`src/rtl/spi_xfer_arbiter.sv`:
```
// spi_xfer_arbiter: round-robin share of one SPI master engine between NREQ requesters
//
// Ports:
//   clk, rst_n      clock and synchronous active-low reset
//   req             per-requester level request, held until ack
//   req_slv         2-bit slave index per requester, {r[N-1],...,r[0]}
//   req_data        DW-bit tx word per requester, same packing
//   gnt             one-hot current owner of the SPI master
//   ack             one-cycle pulse to the owner at end of transfer
//   err             one-cycle pulse with ack when the transfer timed out
//   rx_data         last received word, valid in the ack cycle and held
//   m_start         one-cycle start pulse to the SPI master
//   m_tx            tx word to the master, stable while gnt != 0
//   m_done, m_rx    master completion pulse and received word
//   ss_n            active-low slave selects, at most one low
module spi_xfer_arbiter #(
   parameter int NREQ    = 4,
   parameter int DW      = 8,
   parameter int TIMEOUT = 64,
   parameter int GAP_CYC = 2
)(
   input  logic                 clk,
   input  logic                 rst_n,
   input  logic [NREQ-1:0]      req,
   input  logic [2*NREQ-1:0]    req_slv,
   input  logic [DW*NREQ-1:0]   req_data,
   output logic [NREQ-1:0]      gnt,
   output logic [NREQ-1:0]      ack,
   output logic                 err,
   output logic [DW-1:0]        rx_data,
   output logic                 m_start,
   output logic [DW-1:0]        m_tx,
   input  logic                 m_done,
   input  logic [DW-1:0]        m_rx,
   output logic [3:0]           ss_n
);
   localparam int IW = (NREQ > 1) ? $clog2(NREQ) : 1;
   localparam int WW = $clog2(TIMEOUT);
   localparam int GW = $clog2(GAP_CYC + 1);
   typedef enum logic [1:0] {S_IDLE, S_SEL, S_WAIT, S_GAP} state_t;
   state_t        state;
   logic [IW-1:0] ptr, win, j;
   logic [WW-1:0] wd;
   logic [GW-1:0] gcnt;
   // Descending scan so the last hit, i.e. the one nearest ptr+1, wins.
   always_comb begin
      win = ptr;
      j   = '0;
      for (int i = NREQ; i >= 1; i--) begin
         j = IW'((int'(ptr) + i) % NREQ);
         if (req[j]) win = j;
      end
   end
   always_ff @(posedge clk) begin
      if (!rst_n) begin
         state   <= S_IDLE;
         ptr     <= IW'(NREQ - 1);
         gnt     <= '0;
         ack     <= '0;
         err     <= 1'b0;
         rx_data <= '0;
         m_start <= 1'b0;
         m_tx    <= '0;
         ss_n    <= 4'hF;
         wd      <= '0;
         gcnt    <= '0;
      end else begin
         ack     <= '0;
         err     <= 1'b0;
         m_start <= 1'b0;
         case (state)
            S_IDLE: if (|req) begin
               ptr     <= win;
               gnt     <= NREQ'(1) << win;
               m_tx    <= req_data[DW*win +: DW];
               ss_n    <= ~(4'b0001 << req_slv[2*win +: 2]);
               m_start <= 1'b1;
               state   <= S_SEL;
            end
            S_SEL: begin
               wd    <= '0;
               state <= S_WAIT;
            end
            // A done arriving on the watchdog's last cycle still counts as success.
            S_WAIT: if (m_done || wd == WW'(TIMEOUT - 1)) begin
               ack   <= gnt;
               err   <= !m_done;
               if (m_done) rx_data <= m_rx;
               gnt   <= '0;
               ss_n  <= 4'hF;
               gcnt  <= '0;
               state <= S_GAP;
            end else wd <= wd + 1'b1;
            S_GAP: if (gcnt == GW'(GAP_CYC - 1)) state <= S_IDLE;
                   else gcnt <= gcnt + 1'b1;
            default: state <= S_IDLE;
         endcase
      end
   end
endmodule

```
`config.mk`:
```
export PLATFORM = sky130hd
export DESIGN_NAME = spi_xfer_arbiter
export DESIGN_NICKNAME = d
export VERILOG_FILES = /design/src/rtl/spi_xfer_arbiter.sv
export SDC_FILE = /design/constraint.sdc
export NUM_CORES = 1
export LEC_CHECK = 0
export CORE_UTILIZATION = 44
export DETAILED_ROUTE_END_ITERATION = 8
export PLACE_DENSITY = 0.8
export SYNTH_ARGS = -nofsm -noshare
export SYNTH_HDL_FRONTEND = slang
export SYNTH_SLANG_ARGS = --single-unit
```
`constraint.sdc`:
```
create_clock -name clk -period 2.2 [get_ports clk]
set_input_delay 0.44 -clock clk [delete_from_list [all_inputs] [get_ports clk]]
set_output_delay 0.44 -clock clk [all_outputs]
set_load 0.02 [all_outputs]
```
* After elaboration in Yosys (flattened, before gate mapping) *
Cells that the tools add are included.

cells by class
  add/sub/neg operators = 6
  order comparisons = 4
  equal/unequal tests = 10
  shift-type cells = 4
  muxes and demuxes = 28
  bitwise operators = 1
  reductions and logical operators = 15

operator list
  cell                                                         count
  variable part select 32 x 6 -> 8 bit                         1
  two-way mux 2 bit                                            9
  two-way mux 4 bit                                            4
  case mux 4 bit (2 select lines)                              2
  AND reduction 3 bit                                          5
  less-than comparator 2 x 3 -> 1 bit (second input constant)  4
  case mux 6 bit (2 select lines)                              1
  != test 2 bit (second input constant)                        5
  binary-select mux 1 bit (select 2 bit)                       4
  case mux 2 bit (4 select lines)                              1
  variable part select 8 x 4 -> 2 bit                          1
  << shifter 1 x 2 -> 4 bit (first input constant)             2
  adder 2 x 1 -> 2 bit (second input constant)                 3
  adder 6 x 1 -> 6 bit (second input constant)                 1
  equality test 6 bit (second input constant)                  1
  two-way mux 6 bit                                            1
  AND reduction 2 bit                                          3
  nonzero test 2 bit                                           3
  two-way mux 1 bit                                            5
  adder 2 bit (second input constant)                          2
  equality test 2 x 1 -> 1 bit (second input constant)         2
  equality test 2 bit (second input constant)                  2
  inverter 4 bit                                               1
  case mux 2 bit (2 select lines)                              1
  4 further kinds                                              4

storage, ports and cells
  register bits = 42
  input port bits = 55
  output and inout port bits = 30
  word-level logic and storage cells = 79

* Longest topological paths before layout *
Gate-level depths: netlist of run 1.

  depth after elaboration = 12
  depth in mapped cells = 8
  gate-level depth less buffers = 7

* Least setup slack after synthesis of run 1 *
No wires, ideal clock.

  path type = reg2reg
  start point = reg wd[0]
  end point = reg ss_n[0]
  setup time = 0.074 ns
  data arrival time = 1.678 ns
  required time = 2.126 ns
  path slack = 0.448 ns
  stages on the path, launching flop included = 8
  path buffers = 0
  period minus slack after synthesis = 1.752 ns
  path through = dfxtp_1 ha_1 and3_1 a31oi_4 a22oi_1 o21a_1 and3_1 a31oi_1

on the way
  longest elaborated chain between the ends = 4

ends and longest elaborated chain
  item                                  RTL line  source
  start, declared                       43        logic [WW-1:0] wd;
  start signal, assigned                93        end else wd <= wd + 1'b1;
  equality test 6 bit                   85        S_WAIT: if (m_done || wd == WW'(TIMEOUT - 1)) begin
  logical OR 1 bit                      85
  != test 2 bit (no source line)        --
  AND reduction 3 bit (no source line)  --
  end signal, assigned                  76        ss_n <= ~(4'b0001 << req_slv[2*win +: 2]);
  end, declared                         35        output logic [3:0] ss_n

Every way passes these cells.
A chain may end at the register's enable or synchronous reset.

* Final worst setup path of run 1 *
  start point = in req[2]
  end point = reg m_tx[2]

on the way
  longest elaborated chain between the ends = 7
  elaborated cells between the ends (all ways) = 15
  those cells by class = 1 x shift; 12 x mux; 2 x reduce/logical

ends and longest elaborated chain
  item                                     RTL line  source
  start, declared                          24        input logic [NREQ-1:0] req,
  binary-select mux 1 bit (select 2 bit)   51        if (req[j]) win = j;
  two-way mux 1 bit (implied by the code)  51
  two-way mux 2 bit (4 in a row)           51
  variable part select 32 x 6 -> 8 bit     75        m_tx <= req_data[DW*win +: DW];
  end signal, assigned                     75
  end, declared                            32        output logic [DW-1:0] m_tx,

Several ways; a longest one is shown, not always the timed one. The select of a mux whose other input is x is not followed.

==> results.toml, run 1 <==
[status]
status = "complete, no violations"

[clock_network]
clk_latency_ns = 0.29
cts_sinks = 42
cts_buffer_depth = 2
cts_max_level = 2
clockRootBuffer = "clkbuf_8"
cts_buffers = 5
clk_pin_slew_ns = 0.08
tritoncts = "built"
postCtsSetupBuffers = 0

[pwr]
leakage_nw = 1.27
irDropWorstVdd_uv = 617
sw_frac_of_total_pct = 36.0
clock_power_share_pct = 20.5
p_int_mw = 2.32
power_density_mw_per_mm2 = 1100
p_comb_share_pct = 49.5
p_switching_mw = 1.30
pwr-share-seq_pct = 30.0

[timing]
hold_viol_final = 0
setup_viol = 0
finalMaxSlewViolations = 0
tightestPinTransition_ns = 0.467
rsz0062_at_grt = "no"
fin_skew_ns = 0.00310
max_freq_ghz = 0.504
min_period_ns = 1.99
holdWs_ns = 0.460
fin_crit_sh_pct = 90.2
slew_headroom_pct = 68.8

[synth]
synth.net_count = 302
ys_ff_latch = 42
synthDistinctLibCells = 45
yosysSeqAreaShare_pct = 38.8
syn-cell-area_mm2 = 0.00216
synth_area_per_cell_um2 = 8.98
async_reset_ff_share_pct = 0
netlist_instances = 241
yosysWarnings = 0
synth_ff_type = "dfxtp_1"
synth_edf_count = 0

[place]
dp.cells = 394
place.gp.congestion = 0.788
port_buffers = 84
place_hpwl_um = 4050
place_area_mm2 = 0.00314

[drt]
wl_met1_um = 2280
top_layer = "met4"
drc_errors = 0
routed_via_density = 5.21
wl_um = 5310
route.met3.wl_um = 381
dr.first_iter.drc_count = 81
num_vias = 2093
routedWlPerCell_um = 13.2
dr_wl_met2_um = 2580
firstDrtPassIters = 4
ant_nets = 0

[global_route]
grt_first_pass_wirelength_um = 8890
grt_max_degree = 22
gr-total-overflow = 0
grt.total_usage_pct = 21.3
grt_pass1_vias = 2089
antenna_found_initial = 0

[floorplanning]
die_h_um = 72.1
core-area_mm2 = 0.00472
die_area_mm2 = 0.00520
fp-row-count = 25
start_util_pct = 45.8
die_width_um = 72.1
io_pins = 85

[final_layout]
fin_cells = 402
fin_nets = 395
area_growth_pct = 52.0
final_cell_area_mm2 = 0.00329
diodes = 0
drive_gt1_share_pct = 9.55
final_util_pct = 69.6

[min_path]
min_path_type = "flip-flop to flip-flop"

[setup_path]
start_kind = "primary input"
end_kind = "flip-flop"
crit_arrival_ns = 2.20
path_class = "primary input to flip-flop"
crit_path_max_fanout = 8
crit_required_ns = 2.42

[run]
maxCapViolCount = 0
## placed cells by master (no fill, tap or decap), types with 3 or more instances in the layout
cell             count
a21oi_1              7
and3_1               5
nor3_1               3
nor2_1               6
a31oi_1              4
nand3_1             18
nand2_1             22
mux2i_1             17
and2_1               3
o21ai_1              9
buf_4               13
nand2b_1             8
inv_1                8
a22oi_1              5
dfxtp_1             42
a21boi_0             9
nor3b_1              4
mux2_2               6
nor2b_1              8
o21ai_0              8
clkdlybuf4s50_1     84
ha_1                 6
clkbuf_8             6
## sequential cells by signal (all words and copies together), names as in the netlist
name     count
ack          4
ss_n         4
err          1
ptr          2
wd           6
m_tx         8
state        2
rx_data      8
m_start      1
gcnt         2
gnt          4
## synthesized netlist by cell type, types with 4 or more instances
library cell  instances  area [um^2]
and3_1                5         31.3
nor2_1                6         22.5
o21ai_0               8         40.0
a21oi_1               7         35.0
nor3b_1               5         37.5
nor2b_1               8         50.1
nand2b_1              8         50.1
clkbuf_1              7         26.3
ha_1                  6         75.1
mux2_2                6         67.6
inv_1                 8         30.0
mux2i_1              17          170
nand3_1              18         90.1
a22oi_1               5         37.5
a21boi_0             10         75.1
nand2_1              22         82.6
dfxtp_1              42          841
a31oi_1               4         25.0
o21ai_1               9         45.0
## stage by stage
| step | worst slack, ns | TNS, ns | power [mW] |
|---|---|---|---|
| after detailed placement | -0.173 | -1.24 | 2.88 |
| after global routing | 0.0127 | 0 | 3.84 |
| after floorplan | 0.448 | 0 | 2.22 |
| after CTS | 0.112 | 0 | 3.63 |
| final | 0.215 | 0 | 3.62 |
| after global placement | -0.0662 | -0.272 | 2.84 |
## power groups by stage
stage / combinational (mW) / sequential [mW] / clock [mW]
CTS: 1.80 / 1.08 / 0.752
floorplan: 0.942 / 1.27 / 0
finish: 1.79 / 1.09 / 0.740
global route: 1.94 / 1.11 / 0.780
detailed placement: 1.79 / 1.10 / 0
global placement: 1.74 / 1.09 / 0
## layout make-up
class | count | area [um^2]
multi-input combinational | 179 | 1230
fill | 385 | 1430
clock inverter | 2 | 60.1
timing repair buffer | 98 | 958
sequential | 42 | 841
clock buffer | 6 | 82.6
tap | 67 | 83.8
inverter | 8 | 30.0
## cell families after synthesis
| group | after synthesis | synth area share, % |
|---|---|---|
| AOI/OAI and AO/OA | 61 | 19.5 |
| xor gates and xnor gates | 1 | 0.405 |
| adders and majority gates | 6 | 3.47 |
| buffers and inverters | 20 | 4.68 |
| DFF | 42 | 38.8 |
| muxes | 25 | 12.0 |
| and+or+nand+nor | 86 | 21.1 |
## path summary, 6_finish.rpt
| path | slack, ns | endpoint | startpoint | depth (start not counted) |
|---|---|---|---|---|
| max | 0.21 | m_tx[2]$_SDFFE_PN0P_ | req[2] | 8 |
| min | 0.46 | m_tx[0]$_SDFFE_PN0P_ | m_tx[0]$_SDFFE_PN0P_ | 2 |
| max reg2reg | 0.26 | wd[5]$_SDFFE_PN0P_ | state[0]$_SDFFE_PN0P_ | 7 |
| min reg2reg | 0.46 | m_tx[0]$_SDFFE_PN0P_ | m_tx[0]$_SDFFE_PN0P_ | 2 |
## timing repair
| action | 4_1_cts | 5_1_grt |
|---|---|---|
| gates resized for setup | 0 | 2 |
| endpoints found under the hold margin | 0 | 0 |
| hold buffers | 0 | 0 |
| endpoints found under the setup margin | 0 | 4 |
## routing by layer
| metal | global-route usage (%) | vias up |
|---|---|---|
| met3 | 6.11 | 7 |
| met5 | 0 | - |
| li1 | - | 1055 |
| met2 | 38.4 | 86 |
| met1 | 24.2 | 945 |
| met4 | 6.32 | 0 |
## critical path: stages
cell	delay, ns
clkdlybuf4s50_1	0.55
nand2b_1	0.13
a21oi_1	0.09
nor3_4	0.25
buf_4	0.23
mux2i_1	0.09
mux2_1	0.30
o21ai_1	0.12
Power figures use the tool's default switching activity.
==> run 2: changes to the inputs <==
- CORE_MARGIN: default -> 4
==> results.toml, run 2 (same netlist as run 1, synthesis figures left out) <==
[drt]
wl_um = 5130
routedWlPerCell_um = 12.9
ant_nets = 0
drc_errors = 0
firstDrtPassIters = 4
dr.first_iter.drc_count = 73
num_vias = 2077
routed_via_density = 5.22

[pwr]
power_density_mw_per_mm2 = 1070
leakage_nw = 1.23
finalPower_mw = 3.47
irDropWorstVdd_uv = 650

[status]
status = "complete, no violations"

[floorplanning]
start_util_pct = 45.5
io_pins = 85
die_area_mm2 = 0.00611
die_width_um = 78.1
die_h_um = 78.1
core-area_mm2 = 0.00475
fp-row-count = 25

[place]
place_area_mm2 = 0.00312
port_buffers = 84
place.gp.congestion = 0.746
place_hpwl_um = 4030

[timing]
finalMaxSlewViolations = 0
slew_headroom_pct = 73.0
min_period_ns = 2.02
fin_crit_sh_pct = 91.6
fin_setup_tns_ns = 0
tightestPinTransition_ns = 0.403
fin_skew_ns = 0.00532
max_freq_ghz = 0.496
hold_viol_final = 0
rsz0062_at_grt = "no"
setup_viol = 0

[final_layout]
drive_gt1_share_pct = 8.16
final_util_pct = 68.1
fin_nets = 391
final_common_cell = "clkdlybuf4s50_1"
diodes = 0
final_cell_mix = "84 x clkdlybuf4s50_1, 42 x dfxtp_1, 22 x nand2_1"
area_growth_pct = 49.6
final_cell_area_mm2 = 0.00324
biggestRegsByFlops = "m_tx: 8 flops, rx_data: 8 flops, wd: 6 flops"

[setup_path]
crit_required_ns = 2.38
crit_path_max_fanout = 29
path_cells = "clkdlybuf4s50_1 -> nor3b_1 -> nor3_4 -> buf_12 -> a21boi_0 -> a22o_1 -> a31oi_1"
crit_buf_inv = 2
ff2ff_setup_slack_ns = 0.27
path_class = "primary input to flip-flop"
critPathSlowestCell = "clkdlybuf4s50_1"
end_kind = "flip-flop"
cp_top_family = "buffers and inverters"
crit_arrival_ns = 2.19
slowest_delay_ns = 0.55
start_kind = "primary input"

[clock_network]
hold_buffers = 0
tritoncts = "built"
clockRootBuffer = "clkbuf_8"
postCtsSetupBuffers = 0
cts_buffers = 5
clk_pin_slew_ns = 0.09
cts_sinks = 42
cts_buffer_depth = 2
clk_latency_ns = 0.29
cts_max_level = 2
post_cts_resized = 0

[min_path]
min_path_type = "flip-flop to flip-flop"

[global_route]
gr-total-overflow = 0
antenna_found_initial = 0
grt_first_pass_wirelength_um = 8200
grt.total_usage_pct = 16.5
grt_pass1_vias = 1870
grt_max_degree = 30

[run]
maxCapViolCount = 0
==> run 2: power by group <==
group | total, mW | switching [mW] | internal [mW]
clock network | 0.615 | 0.278 | 0.338
logic | 1.77 | 0.899 | 0.875
registers | 1.08 | 0.127 | 0.956
total | 3.47 | 1.30 | 2.17
==> run 2: worst register-to-register path, delay by kind of cell, from the launching register on <==
kind            cells  cell delay, ns
flops               1            0.38
fa+ha+maj           1            0.22
compound gates      4            0.74
simple gates        2            0.48
==> run 2: layout make-up <==
| type | count | area [um^2] |
|---|---|---|
| Clock buffer | 5 | 68.8 |
| Timing Repair Buffer | 94 | 941 |
| Multi-Input combinational cell | 179 | 1230 |
| Tap cell | 67 | 83.8 |
| Fill cell | 410 | 1520 |
| Sequential cell | 42 | 841 |
| Inverter | 8 | 30.0 |
| Clock inverter | 3 | 45.0 |
==> run 2: metal layers <==
metal,wire length [um],GRT usage (%)
met4,68,5.59
met1,2140,18.5
met2,2430,28.3
met3,497,6.65
met5,0,0
==> run 2: final timing paths <==
check / cells past startpoint / to / startpoint
max: 7 / ss_n[1]$_SDFFE_PN1P_ / req[3]
min: 2 / m_tx[2]$_SDFFE_PN0P_ / m_tx[2]$_SDFFE_PN0P_
max reg2reg: 7 / ss_n[1]$_SDFFE_PN1P_ / wd[0]$_SDFFE_PN0P_
min reg2reg: 2 / m_tx[2]$_SDFFE_PN0P_ / m_tx[2]$_SDFFE_PN0P_
==> run 2: stage by stage <==
stage          setup WS, ns  hold WS (ns)  std cells
5_1_grt              0.0789         0.472        398
2_1_floorplan         0.448         0.477        241
3_3_place_gp        -0.0379         0.443        390
3_5_place_dp         -0.113         0.453        390
6_report              0.184         0.459        398
4_1_cts               0.203         0.462        398
